$ cat src/rtl/add_accum_pkg.sv
// add_accum_pipe shared types: opcodes, flag bundle, result beat.
// The default beat_t is sized for the legacy 8-bit datapath.
package add_accum_pkg;

  typedef enum logic [1:0] {
    OP_ADD  = 2'b00,
    OP_SUB  = 2'b01,
    OP_ACC  = 2'b10,
    OP_LOAD = 2'b11
  } op_e;

  typedef struct packed {
    logic carry;
    logic ovf;
    logic zero;
  } flags_t;

  localparam int unsigned W_DEF = 8;

  typedef struct packed {
    logic             valid;
    logic [W_DEF-1:0] y;
    flags_t           flags;
  } beat_t;

endpackage

$ cat src/rtl/add_accum_if.sv
// add_accum_pipe operand/result handshake bundle.
// slave = arithmetic block side, master = producer/consumer side.
interface add_accum_if #(
  parameter int unsigned W = 8
);
  import add_accum_pkg::*;

  logic         in_valid;
  logic         in_ready;
  logic [W-1:0] a;
  logic [W-1:0] b;
  op_e          op;
  logic         out_valid;
  logic         out_ready;
  logic [W-1:0] y;
  logic         carry;
  logic         ovf;
  logic         zero;
  logic [W-1:0] acc_q;

  modport slave (
    input  in_valid, a, b, op, out_ready,
    output in_ready, out_valid, y,
    output carry, ovf, zero, acc_q
  );

  modport master (
    output in_valid, a, b, op, out_ready,
    input  in_ready, out_valid, y,
    input  carry, ovf, zero, acc_q
  );

endinterface

$ cat src/rtl/add_accum_stage.sv
// add_accum_pipe: one enable-gated result-beat register.
// Synchronous active-low reset clears the whole beat.
module add_accum_stage
  import add_accum_pkg::*;
#(
  parameter type T = beat_t
) (
  input  logic clk,
  input  logic rst_n,
  input  logic en,
  input  T     d_i,
  output T     q_o
);

  T beat_q;
  T beat_d;

  always_comb begin
    beat_d = beat_q;
    if (en) beat_d = d_i;
  end

  always_ff @(posedge clk) begin
    if (!rst_n) beat_q <= '0;
    else        beat_q <= beat_d;
  end

  assign q_o = beat_q;

endmodule

$ cat src/rtl/add_accum_pipe.sv
// add_accum_pipe: W-bit add/sub/accumulate with STAGES-deep result pipe.
// Define ADD_ACCUM_SATURATE_EN for unsigned saturation of the result.
module add_accum_pipe
  import add_accum_pkg::*;
#(
  parameter int unsigned W      = 8,
  parameter int unsigned STAGES = 1
) (
  input logic      clk,
  input logic      rst_n,
  add_accum_if.slave bus
);

  typedef struct packed {
    logic         valid;
    logic [W-1:0] y;
    flags_t       flags;
  } beat_w_t;

  logic         adv;
  logic         accept;
  logic [W-1:0] opa;
  logic [W-1:0] opb;
  logic         cin;
  logic [W:0]   sum;
  logic [W-1:0] res;
  flags_t       fl;
  logic [W-1:0] acc_q;
  logic [W-1:0] acc_d;
  beat_w_t      s_in;
  beat_w_t      s_q [STAGES];

  // The whole pipe moves as one; a stalled tail freezes every stage.
  assign adv    = !s_q[STAGES-1].valid || bus.out_ready;
  assign accept = bus.in_valid && adv;

  always_comb begin
    opa = bus.a;
    opb = bus.b;
    cin = 1'b0;
    unique case (1'b1)
      (bus.op == OP_SUB): begin
        opb = ~bus.b;
        cin = 1'b1;
      end
      (bus.op == OP_ACC): begin
        opa = acc_q;
        opb = bus.a;
      end
      (bus.op == OP_LOAD): opb = '0;
      default: ;
    endcase
    sum = {1'b0, opa} + {1'b0, opb} + {{W{1'b0}}, cin};
  end

  always_comb begin
    res      = sum[W-1:0];
    fl.carry = sum[W];
    fl.ovf   = (opa[W-1] == opb[W-1]) &&
               (res[W-1] != opa[W-1]);
    if (bus.op == OP_SUB) fl.carry = !sum[W];
    if (bus.op == OP_LOAD) begin
      fl.carry = 1'b0;
      fl.ovf   = 1'b0;
    end
`ifdef ADD_ACCUM_SATURATE_EN
    // Flags keep the raw condition; only y is clamped.
    if (fl.carry) res = (bus.op == OP_SUB) ? '0 : '1;
`endif
    fl.zero = (res == '0);
  end

  always_comb begin
    acc_d = acc_q;
    if (accept && (bus.op == OP_ACC || bus.op == OP_LOAD))
      acc_d = res;
  end

  always_ff @(posedge clk) begin
    if (!rst_n) acc_q <= '0;
    else        acc_q <= acc_d;
  end

  always_comb begin
    s_in.valid = accept;
    s_in.y     = res;
    s_in.flags = fl;
  end

  for (genvar i = 0; i < STAGES; i++) begin : g_pipe
    if (i == 0) begin : g_first
      add_accum_stage #(.T(beat_w_t)) u_stage (
        .clk   (clk),
        .rst_n (rst_n),
        .en    (adv),
        .d_i   (s_in),
        .q_o   (s_q[i])
      );
    end else begin : g_next
      add_accum_stage #(.T(beat_w_t)) u_stage (
        .clk   (clk),
        .rst_n (rst_n),
        .en    (adv),
        .d_i   (s_q[i-1]),
        .q_o   (s_q[i])
      );
    end
  end

  assign bus.in_ready  = adv;
  assign bus.out_valid = s_q[STAGES-1].valid;
  assign bus.y         = s_q[STAGES-1].y;
  assign bus.carry     = s_q[STAGES-1].flags.carry;
  assign bus.ovf       = s_q[STAGES-1].flags.ovf;
  assign bus.zero      = s_q[STAGES-1].flags.zero;
  assign bus.acc_q     = acc_q;

endmodule

$ cat src/flat_wrapper.sv
// flat-port wrapper written by rule: the top's interface ports become plain ports
module add_accum_pipe_flat import add_accum_pkg::*;
#(
  parameter int unsigned W      = 8,
  parameter int unsigned STAGES = 1
)
  (clk, rst_n, bus_in_valid, bus_a, bus_b, bus_op, bus_out_ready, bus_in_ready, bus_out_valid, bus_y, bus_carry, bus_ovf, bus_zero, bus_acc_q);
  add_accum_if #(.W(W)) bus_i ();
  input logic clk;
  input logic rst_n;
  input wire logic [$bits(bus_i.in_valid)-1:0] bus_in_valid;
  input wire logic [$bits(bus_i.a)-1:0] bus_a;
  input wire logic [$bits(bus_i.b)-1:0] bus_b;
  input wire logic [$bits(bus_i.op)-1:0] bus_op;
  input wire logic [$bits(bus_i.out_ready)-1:0] bus_out_ready;
  output wire logic [$bits(bus_i.in_ready)-1:0] bus_in_ready;
  output wire logic [$bits(bus_i.out_valid)-1:0] bus_out_valid;
  output wire logic [$bits(bus_i.y)-1:0] bus_y;
  output wire logic [$bits(bus_i.carry)-1:0] bus_carry;
  output wire logic [$bits(bus_i.ovf)-1:0] bus_ovf;
  output wire logic [$bits(bus_i.zero)-1:0] bus_zero;
  output wire logic [$bits(bus_i.acc_q)-1:0] bus_acc_q;
  assign bus_i.in_valid = bus_in_valid;
  assign bus_i.a = bus_a;
  assign bus_i.b = bus_b;
  assign bus_i.op = bus_op;
  assign bus_i.out_ready = bus_out_ready;
  assign bus_in_ready = bus_i.in_ready;
  assign bus_out_valid = bus_i.out_valid;
  assign bus_y = bus_i.y;
  assign bus_carry = bus_i.carry;
  assign bus_ovf = bus_i.ovf;
  assign bus_zero = bus_i.zero;
  assign bus_acc_q = bus_i.acc_q;
  add_accum_pipe #(.W(W), .STAGES(STAGES)) u_core (.clk(clk), .rst_n(rst_n), .bus(bus_i));
endmodule
$ cat config.mk
export PLATFORM = sky130hd
export DESIGN_NAME = add_accum_pipe_flat
export DESIGN_NICKNAME = d
export VERILOG_FILES = /design/src/rtl/add_accum_pkg.sv /design/src/rtl/add_accum_if.sv /design/src/rtl/add_accum_stage.sv /design/src/rtl/add_accum_pipe.sv /design/src/flat_wrapper.sv
export SDC_FILE = /design/constraint.sdc
export NUM_CORES = 1
export LEC_CHECK = 0
export CAP_MARGIN = 10
export CORE_MARGIN = 8
export CORE_UTILIZATION = 48
export CTS_BUF_LIST = sky130_fd_sc_hd__clkbuf_8
export CTS_CLUSTER_SIZE = 40
export DETAILED_ROUTE_END_ITERATION = 8
export PLACE_DENSITY = 0.93
export SYNTH_ARGS = -nofsm -noshare
export SYNTH_HDL_FRONTEND = slang
export SYNTH_SLANG_ARGS = --single-unit
$ cat constraint.sdc
create_clock -name clk -period 4.1 [get_ports clk]
set_clock_uncertainty 0.05 [all_clocks]
set_input_delay 0.82 -clock clk [delete_from_list [all_inputs] [get_ports clk]]
set_output_delay 0.82 -clock clk [all_outputs]
set_load 0.02 [all_outputs]
# --- Yosys cells after proc, flatten, opt, wreduce, memory -nomap -nowiden ---
# Cells that the tools add are included.
# Widths: inputs -> output; s select.
word_totals:
  in_bits: 22
  out_inout_bits: 21
  word_cells: 27
  regBits: 20
op_classes:
  n_addsub: 2
  bitwise_logic: 1
  muxes: 5
  eq_ne: 5
  n_reduce_logical: 8
ops:
  columns: ["op", "n"]
  rows:
  - ["$pmux 8 s3", 1]
  - ["$add 8x8->9", 1]
  - ["$add 9x1->9", 1]
  - ["$logic_not 8->1", 1]
  - ["$mux 8", 1]
  - ["$not 8->8", 1]
  - ["$eq 2x2->1 const B", 2]
  - ["$logic_and 1x1->1", 3]
  - ["$eq 2x1->1 const B", 1]
  - ["$logic_not 1->1", 2]
  - ["$logic_or 1x1->1", 2]
  - ["$mux 1", 2]
  - ["$mux 2", 1]
  - ["$eq 1x1->1", 1]
  - ["$ne 1x1->1", 1]

# --- Longest topological paths before layout ---
# Gate-level depths: netlist of run 1.
logic_depth:
  word_depth: 7
  depth_mapped: 11
  ltp_nobuf: 10

# --- Cells and area by module ---
# Synthesis of run 1 repeated with hierarchy kept, for this count alone.
hier_totals:
  cells_unflattened: 155
  hier_area_um2: 1452.6
modules_own_cells:
  columns: ["module", "n_inst", "seq_area_each_um2", "area_each_um2", "cells_per_inst"]
  rows:
  - ["add_accum_pipe", 1, 160.2, 1002.2, 117]
  - ["add_accum_stage", 1, 240.2, 450.4, 38]

# --- Worst setup path after synthesis of run 1 ---
# Ideal clock, no wire load.
synth_timing:
  path_type: "input-to-reg"
  startpoint: "input port bus_op[1]"
  endpoint: "register u_core.g_pipe[0].g_first.u_stage.beat_q (netlist bit u_core.g_pipe[0].g_first.u_stage.q_o[0])"
  required_time_ps: 3992
  setup_slack_ps: 818
  cell_stages: 10
  setup_ps: 58
  path_buffers: 1
  arrival_time_ps: 3174
  path_cell_list: "nor2b_1 -> clkbuf_1 -> a21oi_1 -> fa_1 -> fa_1 -> nor2b_4 -> o21a_1 -> o21ai_0 -> a2111oi_0 -> a21o_1"
synth_via:
  elab_chain_len: 5
  word_cells_on_any_way: 9
  cone_classes: "add/sub: 2; eq/ne: 3; mux: 3; reduce/logical: 1"
synth_rtl:
  columns: ["element", "line", "rtl"]
  rows:
  - ["start: declaration", "flat_wrapper.sv:14", "input wire logic [$bits(bus_i.op)-1:0] bus_op;"]
  - ["$eq 2x2->1 (tied with other cells)", "add_accum_pipe.sv:50", "(bus.op == OP_LOAD): opb = '0;"]
  - ["$pmux 8 s3 or $mux 8 (tied branches)", "add_accum_pipe.sv:41", "unique case (1'b1)"]
  - ["$add 8x8->9", "add_accum_pipe.sv:53", "sum = {1'b0, opa} + {1'b0, opb} + {{W{1'b0}}, cin};"]
  - ["$add 9x1->9 (*)", "add_accum_pipe.sv:53", null]
  - ["$logic_not 8->1 (*)", "add_accum_pipe.sv:70", "fl.zero = (res == '0);"]
  - ["end signal: assignment", "add_accum_stage.sv:25", "else beat_q <= beat_d;"]
  - ["end: declaration", "add_accum_stage.sv:15", "T beat_q;"]
# Every way passes the cells marked *; elsewhere a longest branch is shown, timed or not.
# A chain may end at the register's enable or synchronous reset.

# --- Final worst setup path of run 1 ---
# Same ends and word-level chain as after synthesis.

==> impl_metrics.csv, run 1 <==
group,metric,value,unit
global_routing,grt_overflow,0,
route,wl_per_cell,15.0,um
route,antenna_left,0,
timing,rsz0062_at_grt,"no",
power_and_ir_drop,p_clk_frac,0.231,
timing,finalMaxSlewViolations,0,
worst_setup_path,slowest_delay,540,ps
route,drc,0,
logic_synthesis,yosysSeqAreaShare,0.285,
timing,slew_headroom,0.614,
global_routing,grt_first_pass_wirelength,6770,um
worst_setup_path,cp_data_required_time,4260,ps
logic_synthesis,ys_seq_elements,20,
logic_synthesis,syn_nets,213,
power_and_ir_drop,p_leak,0.829,nW
clocking,path_clk_slew,70,ps
clocking,post_cts_buffers,0,
worst_setup_path,cp-end-kind,"flip-flop",
place,dpl_cell_area,1870,um2
clocking,h-tree-depth,1,
worst_setup_path,arrival,3680,ps
floorplanning,die_area,4910,um2
logic_synthesis,synth-edff-count,0,
global_routing,grt_pass1_vias,1439,
worst_setup_path,crit_family,"compound AO/OA/AOI/OAI gates",
power_and_ir_drop,pwr-share-seq,0.358,
route,drtIter0Drc,75,
place,port_buffers,42,
worst_setup_path,cp-start-kind,"primary input",
floorplanning,io_pins,43,
cells_and_area,layout-drive-gt1-share,0.0622,
floorplanning,rows,19,
job,max_cap_viol_count,0,
cells_and_area,final_core_util,0.698,
clocking,cts_resized,0,
logic_synthesis,yosys_warnings,0,
worst_setup_path,worstPathCellList,"clkdlybuf4s50_1, nor2b_1, buf_4, nand2_1, o21ai_0, inv_1, fa_1, nor2b_4, o21a_1, o21ai_0, a2111oi_0, a21o_1",
timing,finalHoldViolCount,0,
floorplanning,dieWidth,70.1,um
cells_and_area,nets,257,
power_and_ir_drop,p_sw_frac,0.334,
min_path,worstHoldPathType,"reg -> reg",
timing,min_period_over_period,0.860,
route,wirelength,3850,um
route,vias_per_cell,5.61,
power_and_ir_drop,p_comb_frac,0.411,
timing,setup_tns,0,ps
floorplanning,initial_core_util,0.509,
logic_synthesis,synth_mux_area_frac,0.0152,
clocking,postCtsHoldBufs,0,
power_and_ir_drop,p_per_area,333,nW/um2
clocking,cts_tree,"done",
worst_setup_path,crit_path_top_delay_cell,"clkdlybuf4s50_1",
timing,worst_pin_slew,578,ps
cells_and_area,n_antenna_cell,0,
worst_setup_path,worstSetupPathType,"in -> reg",
logic_synthesis,ys_types,37,
place,gp_congestion,0.954,
logic_synthesis,synthCells,182,
cells_and_area,final_area,1930,um2
clocking,cts_max_path_buffers,2,
logic_synthesis,synth-compound-area-share,0.260,
worst_setup_path,critical_path.most_common_cell,"o21ai_0",
power_and_ir_drop,irDropWorstVdd,0.373,mV
clocking,clk_latency,260,ps
floorplanning,core,2760,um2
timing,fmax,284,MHz
cells_and_area,multi_input_area,955,um2
cells_and_area,fill_cells,218,
logic_synthesis,synth-xor-area-share,0.0624,
worst_setup_path,cp_num_buf_inv,3,
worst_setup_path,crit_path_max_fanout,13,
logic_synthesis,synth.avg_cell_area,7.71,um2
logic_synthesis,synth_simple_gate_area_frac,0.252,
clocking,cts_inserted_buffers,3,
logic_synthesis,netlist_area,1400,um2
power_and_ir_drop,p_int,0.428,mW
logic_synthesis,async_flop_share,0,
cells_and_area,final_common_cell,"nand2_1",
clocking,cts_num_sinks,20,
global_routing,antenna_found_initial,0,
logic_synthesis,synth_ff_type,"dfxtp_1",
cells_and_area,synthToLayoutAreaGrowth,37.3,%
clocking,cts-root-buf,"clkbuf_8",
outcome,status,"finished, final reports clean",
timing,fin_crit,3530,ps
route,vias,1435,
route,first_pass_iters,4,
global_routing,grt_max_degree,22,
global_routing,track_usage,0.161,
floorplanning,die-height,70.1,um
logic_synthesis,synth_fa_ha_area_frac,0.0910,
cells_and_area,most-common-layout-cells,"49 x nand2_1, 42 x clkdlybuf4s50_1, 20 x dfxtp_1, 16 x o21ai_0, 11 x a21boi_0",
timing,finalSetupViolations,0,
power_and_ir_drop,p_switching,0.214,mW
cells_and_area,register_area,400,um2
power_and_ir_drop,total_power,0.642,mW
logic_synthesis,synth_top_family_by_area,"compound AO/OA/AOI/OAI gates",
place,dp_hpwl,3070,um
## per-layer routing
metal	wire length [um]	vias to the layer above	GRT usage
met3	260	2	0.0508
met4	10	0	0.0290
met5	0	-	0
li1	-	723	-
met1	1650	660	0.198
met2	1930	50	0.270
## logic make-up after synthesis
logic type / after synthesis
AO/OA/AOI/OAI: 53
XOR/XNOR: 10
adder cells (fa/ha/maj): 9
buffers and inverters: 12
flip-flops: 20
multiplexers: 2
AND/OR/NAND/NOR: 76
## state kept, by name (all words and copies together) (netlist names)
name and cells:
u_core.g_pipe.g_first.u_stage.q_o 12, u_core.bus.acc_q 8
## worst min-delay path, delay by kind of cell, from the launching register on
kind             cells  cell delay [ps]
flip-flops           1              310
AO/OA/AOI/OAI        1               60
AND/OR/NAND/NOR      1               50
## metrics by stage
stage | setup slack [ps] | hold slack (ps) | cells
finish | 574 | 414 | 256
CTS | 622 | 421 | 256
detailed placement | 396 | 410 | 252
global placement | 460 | 404 | 252
global route | 294 | 431 | 256
floorplan | 818 | 489 | 182
## Yosys cell counts (all sizes together) (4+ instances only)
cell	instances	area, um2
dfxtp	20	400
nand2	49	184
ha	7	87.6
o211a	5	50.1
a21boi	11	82.6
nand3	10	50.1
o21ai	16	80.1
clkbuf	6	22.5
or3	4	30.0
xnor2	8	70.1
a21oi	7	38.8
## power groups by stage
stage               combinational, mW  sequential, mW  clock [mW]
CTS                             0.263           0.230       0.152
global route                    0.289           0.233       0.164
global placement                0.258           0.233           0
floorplan                       0.134           0.259           0
detailed placement              0.261           0.234           0
finish                          0.264           0.230       0.148
## area by class of cell
cell class,instances,area share
inverters,3,0.00585
multi-input cells,150,0.496
clock buffers,4,0.0286
repair buffers,48,0.242
flip-flops and latches,20,0.208
well taps,31,0.0201
## final timing paths
path / from / end / slack, ps / cells past startpoint
worst max-delay path: bus_op[1] / u_core.g_pipe[0].g_first.u_stage.q_o[0] / 570 / 12
worst min-delay path: u_core.g_pipe[0].g_first.u_stage.q_o[7] / u_core.g_pipe[0].g_first.u_stage.q_o[7] / 410 / 2
worst max register to register: u_core.bus.acc_q[0] / u_core.g_pipe[0].g_first.u_stage.q_o[0] / 1590 / 8
worst min register to register: u_core.g_pipe[0].g_first.u_stage.q_o[7] / u_core.g_pipe[0].g_first.u_stage.q_o[7] / 410 / 2
Note: power is estimated with default switching activity, not from simulation.
==> run 2: changes to the inputs <==
--- a/config.mk
+++ b/config.mk
@@ -5,13 +5,15 @@
 export SDC_FILE = /design/constraint.sdc
 export NUM_CORES = 1
 export LEC_CHECK = 0
+export ABC_AREA = 1
 export CAP_MARGIN = 10
 export CORE_MARGIN = 8
-export CORE_UTILIZATION = 48
+export CORE_UTILIZATION = 49
 export CTS_BUF_LIST = sky130_fd_sc_hd__clkbuf_8
 export CTS_CLUSTER_SIZE = 40
 export DETAILED_ROUTE_END_ITERATION = 8
-export PLACE_DENSITY = 0.93
+export MAX_ROUTING_LAYER = met4
+export PLACE_DENSITY = 0.94
 export SYNTH_ARGS = -nofsm -noshare
 export SYNTH_HDL_FRONTEND = slang
 export SYNTH_SLANG_ARGS = --single-unit
==> run 2 against run 1 <==
Register-to-register slack improved by 330 ps. Synthesized area increased by 3.3%. Global-route usage increased by 1.6 points. Wire length increased by 12%. Die area increased by 0.92%. Sequential share of layout area decreased by 0.45 points. Combinational power increased by 4%. Sequential power about the same. Via count increased by 13%. Non-clock buffer count decreased by 1.
==> impl_metrics.csv, run 2 <==
group,metric,value,unit
logic_synthesis,synth_largest_area_cell,"dfxtp_1",
logic_synthesis,yosysTopAreaCellShare,0.276,
job,max_cap_viol_count,0,
min_path,hp-start,"u_core.g_pipe[0].g_first.u_stage.q_o[0]",
logic_synthesis,synth.avg_cell_area,6.53,um2
route,drc,0,
route,wl_per_cell,14.5,um
floorplanning,die_area,4950,um2
cells_and_area,n_antenna_cell,0,
timing,finalSetupViolations,0,
logic_synthesis,yosysSeqAreaShare,0.276,
cells_and_area,largest_register_ffs,12,
worst_setup_path,rrSetupSlack,1920,ps
clocking,cts_inserted_buffers,3,
place,dpl_cell_area,1910,um2
place,gp_congestion,0.929,
logic_synthesis,ys_top_cells_by_area,"dfxtp_1 28%, nand2_1 11%, inv_1 9.8%",
worst_setup_path,cp-end-kind,"flip-flop",
power_and_ir_drop,irDropWorstVdd,0.365,mV
clocking,cts_tree,"done",
worst_setup_path,cp_data_required_time,4240,ps
logic_synthesis,synth_ff_type,"dfxtp_1",
timing,fin_crit,3440,ps
timing,finalMaxSlewViolations,0,
logic_synthesis,synth_most_common_cell,"nand2_1",
logic_synthesis,yosys_warnings,0,
logic_synthesis,netlist_area,1450,um2
logic_synthesis,ys_types,27,
route,vias,1627,
timing,worst_pin_slew,460,ps
clocking,postCtsHoldBufs,0,
power_and_ir_drop,total_power,0.648,mW
logic_synthesis,ys_seq_elements,20,
cells_and_area,final_area,1970,um2
timing,finalHoldViolCount,0,
worst_setup_path,cp-start-kind,"primary input",
cells_and_area,final_common_cell,"clkdlybuf4s50_1",
clocking,cts_max_path_buffers,2,
logic_synthesis,syn_nets,253,
logic_synthesis,async_flop_share,0,
global_routing,grt_pass1_vias,1683,
global_routing,grt_max_degree,21,
timing,rsz0062_at_grt,"no",
place,port_buffers,42,
floorplanning,io_pins,43,
cells_and_area,synthToLayoutAreaGrowth,35.8,%
global_routing,grt_first_pass_wirelength,7350,um
clocking,path_clk_slew,70,ps
route,first_pass_iters,4,
floorplanning,die-height,70.4,um
clocking,clk_latency,250,ps
worst_setup_path,crit_path_max_fanout,8,
power_and_ir_drop,p_leak,0.961,nW
power_and_ir_drop,p_per_area,329,nW/um2
worst_setup_path,r2r-end,"u_core.g_pipe[0].g_first.u_stage.q_o[0]",
floorplanning,dieWidth,70.4,um
timing,slew_headroom,0.693,
timing,fmax,291,MHz
cells_and_area,layout-drive-gt1-share,0.0936,
logic_synthesis,synth_commonest_cells,"41 x nand2_1, 38 x inv_1, 28 x o21ai_0",
global_routing,grt_overflow,0,
cells_and_area,most-common-layout-cells,"42 x clkdlybuf4s50_1, 41 x nand2_1, 38 x inv_1, 28 x o21ai_0, 20 x dfxtp_1",
clocking,post_cts_buffers,0,
timing,setup_tns,0,ps
route,wirelength,4320,um
route,drtIter0Drc,95,
logic_synthesis,synth-edff-count,0,
outcome,status,"finished, final reports clean",
route,antenna_left,0,
worst_setup_path,worstSetupPathType,"in -> reg",
floorplanning,initial_core_util,0.521,
cells_and_area,nets,299,
route,vias_per_cell,5.46,
worst_setup_path,arrival,3580,ps
min_path,whs_path_depth,2,
global_routing,antenna_found_initial,0,
timing,min_period_over_period,0.838,
worst_setup_path,r2r-start,"u_core.bus.acc_q[0]",
min_path,hold_end,"u_core.g_pipe[0].g_first.u_stage.q_o[0]",
logic_synthesis,synthCells,222,
place,dp_hpwl,3350,um
global_routing,track_usage,0.177,
clocking,cts_resized,0,
cells_and_area,final_core_util,0.708,
worst_setup_path,rr_worst_depth,12,
floorplanning,rows,19,
clocking,cts_num_sinks,20,
clocking,h-tree-depth,1,
clocking,cts-root-buf,"clkbuf_8",
min_path,worstHoldPathType,"reg -> reg",
floorplanning,core,2780,um2
[run 2: critical path, stage by stage]
cell and delay (ps):
clkdlybuf4s50_1 510, inv_1 130, nor2_1 150, clkinv_1 130
o22ai_1 150, a31oi_1 80, fa_1 440, fa_1 410
inv_1 120, nand2_2 80, nand2_2 70, nand2_1 80
nand2_2 100, nand3_2 60, nor2_1 90, nand2_1 60
a21oi_2 100
[run 2: where the power goes]
part	leakage, nW	internal (mW)	total, mW	switching, mW
clock	0.0288	0.0853	0.145	0.0600
sequential	0.165	0.216	0.228	0.0122
combinational	0.766	0.116	0.275	0.159
[run 2: cell families (layout without fill, tap and decap cells)]
family | after synthesis | after routing | synth area share
and+or+nand+nor | 81 | 81 | 0.250
AOI/OAI and AO/OA | 64 | 64 | 0.255
buffers and inverters | 48 | 93 | 0.131
DFF | 20 | 20 | 0.276
adders and majority gates | 9 | 9 | 0.0881
[run 2: area by class of cell]
cell class / count / area (um2)
clock buffer: 4 / 55.1
multi-input combinational: 154 / 858
timing repair buffer: 47 / 458
inverter: 42 / 158
sequential: 20 / 400
fill: 227 / 813
tap: 31 / 38.8
[run 2: how the worst max path moves through the flow]
stage / start / endpoint / slack [ps]
3_5_place_dp: bus_op[0] / u_core.g_pipe[0].g_first.u_stage.q_o[0] / 460
4_1_cts: bus_op[0] / u_core.g_pipe[0].g_first.u_stage.q_o[0] / 720
3_3_place_gp: bus_op[1] / u_core.g_pipe[0].g_first.u_stage.q_o[0] / 580
6_report: bus_op[0] / u_core.g_pipe[0].g_first.u_stage.q_o[0] / 660
2_1_floorplan: bus_op[1] / u_core.g_pipe[0].g_first.u_stage.q_o[0] / 990
5_1_grt: bus_op[0] / u_core.g_pipe[0].g_first.u_stage.q_o[0] / 460
[run 2: per-stage QoR]
stage	instances	worst slack, ps	hold slack (ps)
6_report	298	665	452
5_1_grt	298	463	492
3_5_place_dp	294	463	437
4_1_cts	298	721	460
2_1_floorplan	222	988	504
3_3_place_gp	294	582	435
[run 2: routing by layer]
metal | wire, um | vias to the layer above | part of all wire | GRT usage
met3 | 261 | 9 | 0.060 | 0.0282
li1 | - | 815 | - | -
met5 | 0 | - | 0 | -
met1 | 1910 | 746 | 0.44 | 0.210
met4 | 57 | 0 | 0.013 | 0.0603
met2 | 2090 | 57 | 0.48 | 0.295
